$ cat src/rtl/led_blink_tx.sv
// Blink sequencer: on request emits N lit/dark pulse pairs, then a trailing dark gap,
// then a one-cycle completion pulse. Outputs are registered and change on the accepting edge.
module led_blink_tx #(
  parameter int ON_CYCLES  = 5_000_000,
  parameter int OFF_CYCLES = 5_000_000,
  parameter int GAP_CYCLES = 15_000_000
) (
  input  logic       i_clk,
  input  logic       i_rst,
  input  logic       i_start,
  input  logic [3:0] i_count,
  output logic       o_led,
  output logic       o_busy,
  output logic       o_done
);

  localparam int MAX_ONOFF = (ON_CYCLES > OFF_CYCLES) ? ON_CYCLES : OFF_CYCLES;
  localparam int MAX_C     = (MAX_ONOFF > GAP_CYCLES) ? MAX_ONOFF : GAP_CYCLES;
  // Timer counts 0..(phase length - 1), so it never needs to hold MAX_C itself.
  localparam int TW        = (MAX_C > 1) ? $clog2(MAX_C) : 1;

  localparam logic [TW-1:0] ON_LAST  = TW'(ON_CYCLES - 1);
  localparam logic [TW-1:0] OFF_LAST = TW'(OFF_CYCLES - 1);
  localparam logic [TW-1:0] GAP_LAST = TW'(GAP_CYCLES - 1);

  typedef enum logic [1:0] {S_IDLE, S_ON, S_OFF, S_GAP} state_t;

  state_t          state_q, state_d;
  logic [TW-1:0]   timer_q, timer_d;
  logic [3:0]      cnt_q,   cnt_d;
  logic            led_q,   led_d;
  logic            busy_q,  busy_d;
  logic            done_q,  done_d;

  always_comb begin
    state_d = state_q;
    timer_d = timer_q;
    cnt_d   = cnt_q;
    led_d   = led_q;
    busy_d  = busy_q;
    done_d  = 1'b0;
    unique case (state_q)
      S_IDLE: begin
        if (i_start) begin
          timer_d = '0;
          busy_d  = 1'b1;
          if (i_count != 4'd0) begin
            state_d = S_ON;
            cnt_d   = i_count;
            led_d   = 1'b1;
          end else begin
            state_d = S_GAP;
            led_d   = 1'b0;
          end
        end
      end
      S_ON: begin
        if (timer_q == ON_LAST) begin
          timer_d = '0;
          state_d = S_OFF;
          led_d   = 1'b0;
        end else begin
          timer_d = timer_q + 1'b1;
        end
      end
      S_OFF: begin
        if (timer_q == OFF_LAST) begin
          timer_d = '0;
          cnt_d   = cnt_q - 4'd1;
          // Test the pre-decrement value so a count of 15 never aliases to 0.
          if (cnt_q == 4'd1) begin
            state_d = S_GAP;
          end else begin
            state_d = S_ON;
            led_d   = 1'b1;
          end
        end else begin
          timer_d = timer_q + 1'b1;
        end
      end
      S_GAP: begin
        if (timer_q == GAP_LAST) begin
          timer_d = '0;
          state_d = S_IDLE;
          busy_d  = 1'b0;
          done_d  = 1'b1;
        end else begin
          timer_d = timer_q + 1'b1;
        end
      end
      default: begin
        state_d = S_IDLE;
        timer_d = '0;
        cnt_d   = '0;
        led_d   = 1'b0;
        busy_d  = 1'b0;
      end
    endcase
  end

  always_ff @(posedge i_clk or posedge i_rst) begin
    if (i_rst) begin
      state_q <= S_IDLE;
      timer_q <= '0;
      cnt_q   <= '0;
      led_q   <= 1'b0;
      busy_q  <= 1'b0;
      done_q  <= 1'b0;
    end else begin
      state_q <= state_d;
      timer_q <= timer_d;
      cnt_q   <= cnt_d;
      led_q   <= led_d;
      busy_q  <= busy_d;
      done_q  <= done_d;
    end
  end

  assign o_led  = led_q;
  assign o_busy = busy_q;
  assign o_done = done_q;

endmodule

$ cat config.mk
export PLATFORM = sky130hd
export DESIGN_NAME = led_blink_tx
export DESIGN_NICKNAME = d
export VERILOG_FILES = /design/src/rtl/led_blink_tx.sv
export SDC_FILE = /design/constraint.sdc
export NUM_CORES = 1
export LEC_CHECK = 0
export CORE_MARGIN = 3
export CORE_UTILIZATION = 55
export CTS_CLUSTER_DIAMETER = 150
export CTS_CLUSTER_SIZE = 24
export DETAILED_ROUTE_END_ITERATION = 7
export HOLD_SLACK_MARGIN = 0.02
export PLACE_DENSITY = 0.7
export SLEW_MARGIN = 20
export SYNTH_ARGS = -nofsm -noshare
export SYNTH_HDL_FRONTEND = slang
export SYNTH_SLANG_ARGS = --single-unit
$ cat constraint.sdc
create_clock -name i_clk -period 6.4 [get_ports i_clk]
set_input_delay 1.28 -clock i_clk [delete_from_list [all_inputs] [get_ports i_clk]]
set_output_delay 1.28 -clock i_clk [all_outputs]
set_load 0.02 [all_outputs]
Word level (Yosys, flattened, before mapping). Cells that the tools add are included.

Flip-flop bits (word level): 33. Bits of input ports: 7. Output and inout port bits: 3. Logic and storage cells: 56.

Add/sub/neg operators: 2. Equal/unequal tests: 12. Muxes and demuxes: 26. Reductions and logical operators: 10.

Operator list (count): $mux W24 (3); $pmux W24 S3 (1); $add A24 B1 Y24 const B (1); $eq A24 B23 Y1 const B (1); $eq A24 B24 Y1 const B (1); $mux W2 (6); $mux W4 (3); $ne A2 B2 Y1 const B (6); $mux W1 (9); $pmux W2 S4 (1); $pmux W4 S2 (1); $reduce_and A4 Y1 (2); $reduce_and A5 Y1 (1); $eq A2 B2 Y1 const B (2); $eq A4 B1 Y1 const B (1); $reduce_bool A2 Y1 (2); $reduce_bool A4 Y1 (1); $sub A4 B1 Y4 const B (1); $pmux W1 S3 (1); $reduce_and A3 Y1 (1); $reduce_bool A3 Y1 (1); $eq A2 B1 Y1 const B (1); $logic_not A2 Y1 (1); $pmux W1 S2 (1); $reduce_or A2 Y1 (1).

Longest topological paths before layout. Gate-level depths: netlist of the first run.

Depth in word-level cells: 4. Depth in mapped cells: 8. Mapped depth without buffers: 7.

Least setup slack after synthesis of the first run. No wires, ideal clock.

Path kind: in2reg. Start: in i_start. End: reg timer_q[11]. Library setup time: 87 ps. Data arrival time: 2161 ps. Data required time: 6313 ps. Path slack: 4152 ps. Stages on the path: 4. Buffers on the path: 1. Cell sequence: nor2_1 > clkbuf_1 > nor2_1 > a22oi_1.

Word-level cells in the longest chain between the ends: 1.

RTL lines: start: declaration (line 10) `input logic i_start,`; $ne A2 B2 Y1 (no line); end signal: assignment (line 111) `timer_q <= timer_d;`; end: declaration (line 29) `logic [TW-1:0] timer_q, timer_d;`.

No other way between the ends. A chain may end at the register's enable or synchronous reset.

Final worst setup path of the first run.
Start: reg timer_q[16]. End: reg timer_q[20].

Word-level cells in the longest chain between the ends: 3. Elaborated cells on any way between the ends: 6. Those cells by class: add/sub (1); eq/ne (2); mux (3).

RTL lines: $add A24 B1 Y24 (tied with other cells) (line 63, 78, 88); $mux W24 (on tied branches) (line 82, 58, 67); $pmux W24 S3 (*) (line 42) `unique case (state_q)`.

Every way passes the cells marked *; elsewhere a longest branch is shown, timed or not.

==> metrics list, run 1 <==
- Critical path's slowest cell: o21ai_1
* Number of I/O pins: 10
- For this run, global-route usage on met1 was measured as a little under a third.
* Netlist cell types: 45
* Number of diodes: 0
* H-tree lvl count: 2
* Most instantiated cells after synthesis: nand2_1, dfrtp_1, nor2_1
- Combinational share of power: 42.3%
- After clock tree synthesis, the clock-pin slew on the worst setup and hold paths is roughly 0.07 ns.
* Launch point of the critical path: timer_q[16]
- Total iterations of the first detailed-routing run: 4
* Met3 track utilization from global routing: under 10%
- The hold violation total from the final report was 0.
* Area of the die: 4873 sq um
* Internal power consumption: 0.5235 mW
- Global route total overflow: 0
- In the routed layout, each cell is associated on average with a via count of 6.124.
* Average routed wire per standard cell: about 16 microns
* TNS Setup: 0 ns
- Worst hold path type: register to register
* Antenna-violating nets left: 0
- Asr flop ratio synth: 100.0%
- Among all flip-flop cells after synthesis, the most frequent one is dfrtp_1.
- Post-layout instance count excluding filler cells: around 320
- In this run switching power makes up 39.40% of total power.
* Result of the run: complete, no violations
- The congestion estimate from routability-driven global placement came to just over 0.8.
* Share of the core filled with cells: 65.88%
- Post-CTS timing repair inserted 0 buffers for setup.
* Number of hold-repair buffers added at the cts stage: 0
* Placed inst area: between 2000 and 2500 sq um
* Number of setup violations in the final report: 0
* Clk pwr share: 27.3%
- Each instance of the synthesized netlist takes up on average 8.420 sq um.
* Clock latency of the later-clocked register in the worst-skew pair: 0.29 ns
- Entering global routing, the biggest net connects 34 pins.
- Register bit count reported by yosys: 33
- Total number of vias: roughly 2000
- The worst register-to-register path begins at timer_q[16].
* Total Wirelength: 5.118 mm
* Buffer type at the clock tree root: clkbuf_8
* Maximum capacitance violations: 0
- PnR worst setup slack: approximately 3.8 ns
- Switching Power: 0.3403 mW
- Of all cell types, the one taking the most synthesized area is dfrtp_1.
- Of all nets on the critical path, the largest fanout is 23.
- In this run the standard cell core region covers 3799 sq um.
- Floorplan row count: 22
- The longest clock path from root to sink contains 2 buffers.
- Highest achievable clock rate: 378.7 MHz
- The worst pin sits at a relative slew slack of 46.49%.
- Pwr Density: 345.2 nW/um^2
- Required time of the critical path: 6.54 ns
- # placed instances: 314
* Most Crowded Layer GR: met2
- Sink count of the clock tree: 33
- The number of clock buffers added by TritonCTS is 5.
- In this run the static leakage power is approximately 1.0 nW.
* Worst supply voltage drop on vdd: 219.8 uV
- Buffers placed on the I/O ports in this run total 9.
* Filler Cell Count: around 330
- Number of DRC violations after detailed-routing iteration 0: 186
* Total routing usage reported by global routing: 22.19%
* Crit path max-delay family: compound AO/OA/AOI/OAI gates
- EDFF count, synth: 0
* Placed wire-length estimate: 3.505 mm
* Vias in the first global route: 1878
- CTS tree: built
* Cell-by-cell listing of the critical path: nor4b_1 > and4_1 > a21boi_1 > buf_4 > o21ai_1 > o21ai_0
* Part of the power in registers: 30.5%
- Chip height: 69.81 microns
- Summing all non-filler instances in the final layout gives an area of roughly 2500 sq um.
- Relative to the synthesized area, the layout overhead comes to 11.73%.
- The synthesized design devotes to its leading area cell type a little under two fifths of total area.
- By instance count, the leading cell after synthesis is nand2_1.
- For the pin with the worst max-slew slack, the measured transition is 0.7973 ns.
- Placement-stage worst setup slack: ~3.5 ns
* Critical Path Max Stage Delay: 0.65 ns
- The first global-routing pass estimated 8.887 mm of wire.
- The initial antenna violation count is 0.
- RSZ-0062 raised after global routing: no
* Critical Path Sink Type: register
* Synth Instances: 266
* Layout Nets: 288
- Top cells by area in the synthesized netlist: dfrtp_1, nand2_1, o211ai_1, ha_1, nor2_1
- Total nets after synthesis: about 280
* Critical path buffers and inverters: 1
- Worst endpoint data arrival time: 2.78 ns
* Worst Min Path Start: o_led
* Minimum clock period: 2.640 ns
- Final Max Slew Viols: 0
* Sequential share of the synthesized area: 36.87%
- In the finished design, the share of the clock period the worst path needs comes to 41.26%.
* CP Launch Type: register
- In this run the cell area of the synthesized design comes to about 2200 sq um.
- Setup skew after layout: 0.007986 ns
- In the final layout, the share of cells above drive strength 1 is 7.299%.
- Met2 Usage GRT: 34.94%
* Horizontal die dimension: 69.81 microns
- DRC viols: 0
- For this configuration, the core starts out at a cell density of approximately three fifths.
- PostCTS Resize Cnt: 0
- Yosys printed 0 warnings.
* Crit Path Category: register to register
power groups by stage:
stage	combinational, mW	sequential [mW]	clock [mW]
after floorplan	0.280	0.264	0
after global placement	0.361	0.266	0
after detailed placement	0.363	0.268	0
after global routing	0.407	0.268	0.247
final	0.365	0.263	0.236
after CTS	0.366	0.263	0.240
cell type report:
cell class	count	area, sq um	area share, %
clock buffer	5	68.82	2.750
clock inverter	3	65.06	2.600
inverter	19	71.32	2.850
multi-input combinational	201	1291	51.60
sequential	33	825.8	33.00
tap	48	60.06	2.400
timing repair buffer	13	120.1	4.800
sequential cells by signal, summed over array words and instances (netlist names):
register,count
timer_q,24
cnt_q,4
state_q,2
o_busy,1
o_done,1
o_led,1
worst register-to-register path: stages (launching register included):
cell and delay, ns:
dfrtp_1 0.45, nor4b_1 0.44, and4_1 0.40, a21boi_1 0.10
buf_4 0.22, o21ai_1 0.66, o21ai_0 0.21
per-stage QoR:
stage | hold slack [ns] | power [mW]
final | 0.5176 | 0.8638
after global routing | 0.5509 | 0.9221
after CTS | 0.5224 | 0.8694
after detailed placement | 0.5055 | 0.6301
after global placement | 0.4966 | 0.6277
after floorplan | 0.4903 | 0.5437
cell usage in the layout (no fill, tap or decap), types with 5 or more instances in the layout:
master and instances:
a22oi_1 7, o211ai_1 14, and3_1 7, clkbuf_8 5
o2111ai_1 5, nor3_1 6, dfrtp_1 33, ha_1 8
nand2_1 38, nand4_1 7, nor4_1 7, nand3_1 9
inv_1 18, nor2_1 22, o21ai_0 15, o221ai_1 6
clkdlybuf4s50_1 9, and2_1 6
metal layers:
| metal | wire length [microns] | vias up |
|---|---|---|
| met5 | 0 | - |
| met3 | 219 | 4 |
| met2 | 2397 | 44 |
| li1 | - | 985 |
| met4 | 40 | 0 |
| met1 | 2459 | 939 |
final timing paths:
path                       slack [ns]          end  cells after the start
setup / recovery                 3.76  timer_q[20]                      6
hold / removal                   0.52        o_led                      1
setup reg to reg                 3.76  timer_q[20]                      6
hold reg to reg                  0.52        o_led                      1
max in group asynchronous        4.71  timer_q[11]                      3
min in group asynchronous        1.37   state_q[0]                      3
logic make-up (layout without fill, tap and decap cells):
kind of cell,Yosys count,after routing,share of synthesized area [%]
flip-flops,33,33,36.87
XOR/XNOR,7,7,2.737
AND/OR/NAND/NOR,122,122,28.21
buffers and inverters,32,40,5.586
multiplexers,6,6,2.793
adder cells (fa/ha/maj),8,8,4.469
AO/OA/AOI/OAI,58,58,19.33
No activity file was read; power rests on OpenSTA's default activity.
==> run 2, diff against run 1 <==
--- a/config.mk
+++ b/config.mk
@@ -6,12 +6,12 @@
 export NUM_CORES = 1
 export LEC_CHECK = 0
 export CORE_MARGIN = 3
-export CORE_UTILIZATION = 55
+export CORE_UTILIZATION = 54
 export CTS_CLUSTER_DIAMETER = 150
 export CTS_CLUSTER_SIZE = 24
 export DETAILED_ROUTE_END_ITERATION = 7
 export HOLD_SLACK_MARGIN = 0.02
-export PLACE_DENSITY = 0.7
+export PLACE_DENSITY = 0.71
 export SLEW_MARGIN = 20
 export SYNTH_ARGS = -nofsm -noshare
 export SYNTH_HDL_FRONTEND = slang
==> constraint.sdc (replaced) <==
create_clock -name i_clk -period 2.2 [get_ports i_clk]
set_input_delay 0.44 -clock i_clk [delete_from_list [all_inputs] [get_ports i_clk]]
set_output_delay 0.44 -clock i_clk [all_outputs]
set_load 0.02 [all_outputs]
==> metrics list, run 2 (synthesis gave the netlist of run 1 again) <==
- The via count of the first global-routing pass was 1884 (+0.32%).
* Placed inst area: 2507 sq um (+5.9%)
- The post-detailed-route count of antenna-violating nets is 0 (unchanged).
* Sink count of the clock tree: 33 (unchanged)
- Leaving out fill and tap cells, the most frequent cells in the layout are nand2_1, dfrtp_1, nor2_1, buf_4, inv_1.
* Pwr Density: 916.1 nW/um^2 (+170%)
* Post-route design area: 2605 sq um (+4.1%)
- The share of total power in combinational logic is 48.6% (+6.3 points).
* Result of the run: complete, no violations
- Highest achievable clock rate: 477.1 MHz (+26%)
- Clock slew at reported path FFs: 0.07 ns (about the same)
- Layout cells sized above 1: 13.75% (+6.4 points)
- Buffer type at the clock tree root: clkbuf_8
- The total wire length was 5.312 mm (+3.8%).
- The flip-flop count of the largest register after layout came to 24 (unchanged).
- The worst hold path belongs to the class register to register.
- Floorplan row count: 22 (unchanged)
- Pin count of the biggest net entering global routing: 34 (unchanged)
- After global routing, the most crowded layer is met2.
- Clock latency of the later-clocked register in the worst-skew pair: 0.28 ns (about the same)
* Initial Util: 58.53% (-0.42 points)
* Average routed wire per standard cell: 15.67 microns (-1.4%)
* Switching Power: 0.9793 mW (+190%)
* Met2 Usage GRT: 34.30% (-0.64 points)
* Worst endpoint data arrival time: 2.26 ns (-0.52 ns)
* Filler Cell Count: 304 (-7.6%)
- Required time of the critical path: 2.36 ns (-4.18 ns)
- Setup repair after global routing could not meet its margin everywhere.
- TritonCTS built the clock tree.
- The standard cell core area is 3826 sq um (+0.72%).
- Critical Path Sink Type: register
* H-tree lvl count: 2 (unchanged)
- Clk pwr share: 19.5% (-7.8 points)
* Part of the power in registers: 32.0% (+1.5 points)
- Setup skew after layout: 0.004751 ns (-0.003236 ns)
- STA classifies the critical path startpoint as a register.
- DRC viols: 0 (unchanged)
- GPL Wtd Cong: 0.8609 (+6.0%)
* Maximum capacitance violations: 0 (unchanged)
- The count of nets after finishing came to 306 (+6.3%).
- Most common cell after layout, fill and taps aside: nand2_1
* Worst supply voltage drop on vdd: 653.4 uV (+200%)
- The critical path in this run is classified as register to register.
- Reg2reg path depth: 5 (-1)
- The count of endpoints failing setup in the final report came to 0 (unchanged).
- Total routing usage reported by global routing: 22.47% (+0.28 points)
* Average via count per standard cell: 5.917 (-3.4%)
- The area of the die is 4956 sq um (+1.7%).
- Biggest regs: timer_q x24, cnt_q x4, state_q x2
* Leak: 1.095 nW (+7.0%)
- In this run the most critical hold path is launched from o_led.
* Total iterations of the first detailed-routing run: 4 (unchanged)
- The post-placement setup slack was 0.05271 ns (-3.471 ns).
- Overall Power: 2.386 mW (+180%)
* Total number of vias: 2006 (+1.7%)
- Internal power consumption: 1.407 mW (+170%)
- Num CTS Buffers: 5 (unchanged)
- The hold violation total from the final report was 0 (unchanged).
- Switching share of power: 41.04% (+1.6 points)
* Worst-path fanout max: 6 (-74%)
- The initial antenna violation count was 0 (unchanged).
- Layout overhead on the synthesized area: 16.31%
- Number of I/O pins: 10 (unchanged)
- Transition at the pin with the smallest max-transition slack: 0.4957 ns (-0.3016 ns)
- The buffer depth of the longest clock path was 2 (unchanged).
* Launch point of the critical path: timer_q[15]
- Horizontal die dimension: 70.40 microns (+0.85%)
- The post-cts sizing count is 0 (unchanged).
* Share of the clock period used by the worst path after layout: 95.27% (+54 points)
* Hold-critical path depth: 1 (unchanged)
- The number of DRC markers after the initial detailed-route iteration was 135 (-27%).
- The total overflow reported by the global router came to 0 (unchanged).
- The setup slack of the critical path after layout was 0.1040 ns (-3.656 ns).
- The worst register-to-register path begins at timer_q[15].
* Final Max Slew Viols: 0 (unchanged)
- The end-of-flow core utilization is 68.08% (+2.2 points).
* Placed wire-length estimate: 3.754 mm (+7.1%)
- Number of hold-repair buffers added at the cts stage: 0 (unchanged)
* Rel. slew slack: 66.70% (+20 points)
- The met3 demand-to-capacity share in global routing is 4.460% (+0.26 points).
- The quantity of I/O buffers inserted on ports is 9 (unchanged).
* Number of diodes: 0 (unchanged)
* Global-route wire length before repair: 8.942 mm (+0.62%)
- The vertical die dimension was 70.40 microns (+0.85%).
- Most flops, register: timer_q
* GR Layer Usage met1: 31.89% (+0.85 points)
* Post-CTS Setup Inserts: 0 (unchanged)
* Minimum clock period: 2.096 ns (-0.5443 ns)
==> run 2: cell types whose count changed in the layout (fill, tap and decap cells not counted), sizes merged <==
cell / change
buf: +18
bufinv: -2
clkbuf: +2
clkinv: -1
==> run 2: layer usage <==
| layer | share of wire, % | vias to the layer above |
|---|---|---|
| li1 | - | 1012 |
| met1 | 49 | 942 |
| met2 | 45 | 50 |
| met3 | 5.1 | 2 |
| met4 | 0.51 | 0 |
| met5 | 0 | - |
==> run 2: worst max-delay path, cell delays in order, from the launching register on <==
cell       delay, ns
dfrtp_1         0.43
or4_4           0.51
nor4_4          0.24
nand2_2         0.15
a2111oi_4       0.31
mux2_1          0.35
==> run 2: worst paths after layout <==
check / slack, ns / end
worst max-delay path: 0.10 / o_led
worst min-delay path: 0.49 / o_led
worst max register to register: 0.10 / o_led
worst min register to register: 0.49 / o_led
max in group asynchronous: 1.33 / state_q[0]
min in group asynchronous: 0.58 / timer_q[4]
==> run 2: layout make-up <==
class / instances / area, sq um / share of cell area (%)
repair buffers: 31 / 255.2 / 9.798
inverters: 19 / 71.32 / 2.738
well taps: 48 / 60.06 / 2.305
flip-flops and latches: 33 / 825.8 / 31.70
multi-input cells: 201 / 1306 / 50.14
clock buffers: 7 / 86.33 / 3.314
==> run 2: through the flow <==
stage | hold WS, ns | setup TNS [ns] | std cells
floorplan | 0.4903 | 0 | 266
global placement | 0.4913 | 0 | 332
detailed placement | 0.4895 | 0 | 332
CTS | 0.5037 | 0 | 339
global route | 0.5408 | -0.0008773 | 339
finish | 0.4936 | 0 | 339
==> run 2: power groups by stage <==
stage	clock, mW	sequential [mW]	combinational [mW]
CTS	0.475	0.763	1.16
detailed placement	0	0.774	1.15
global placement	0	0.771	1.14
floorplan	0	0.767	0.815
global route	0.500	0.776	1.29
finish	0.464	0.763	1.16
==> run 3, diff against run 2 <==
--- a/config.mk
+++ b/config.mk
@@ -12,6 +12,7 @@
 export DETAILED_ROUTE_END_ITERATION = 7
 export HOLD_SLACK_MARGIN = 0.02
 export PLACE_DENSITY = 0.71
+export SKIP_CTS_REPAIR_TIMING = 1
 export SLEW_MARGIN = 20
 export SYNTH_ARGS = -nofsm -noshare
 export SYNTH_HDL_FRONTEND = slang
==> results of run 3 <==
The final DEF is identical to that of run 2; final timing and power are the same.
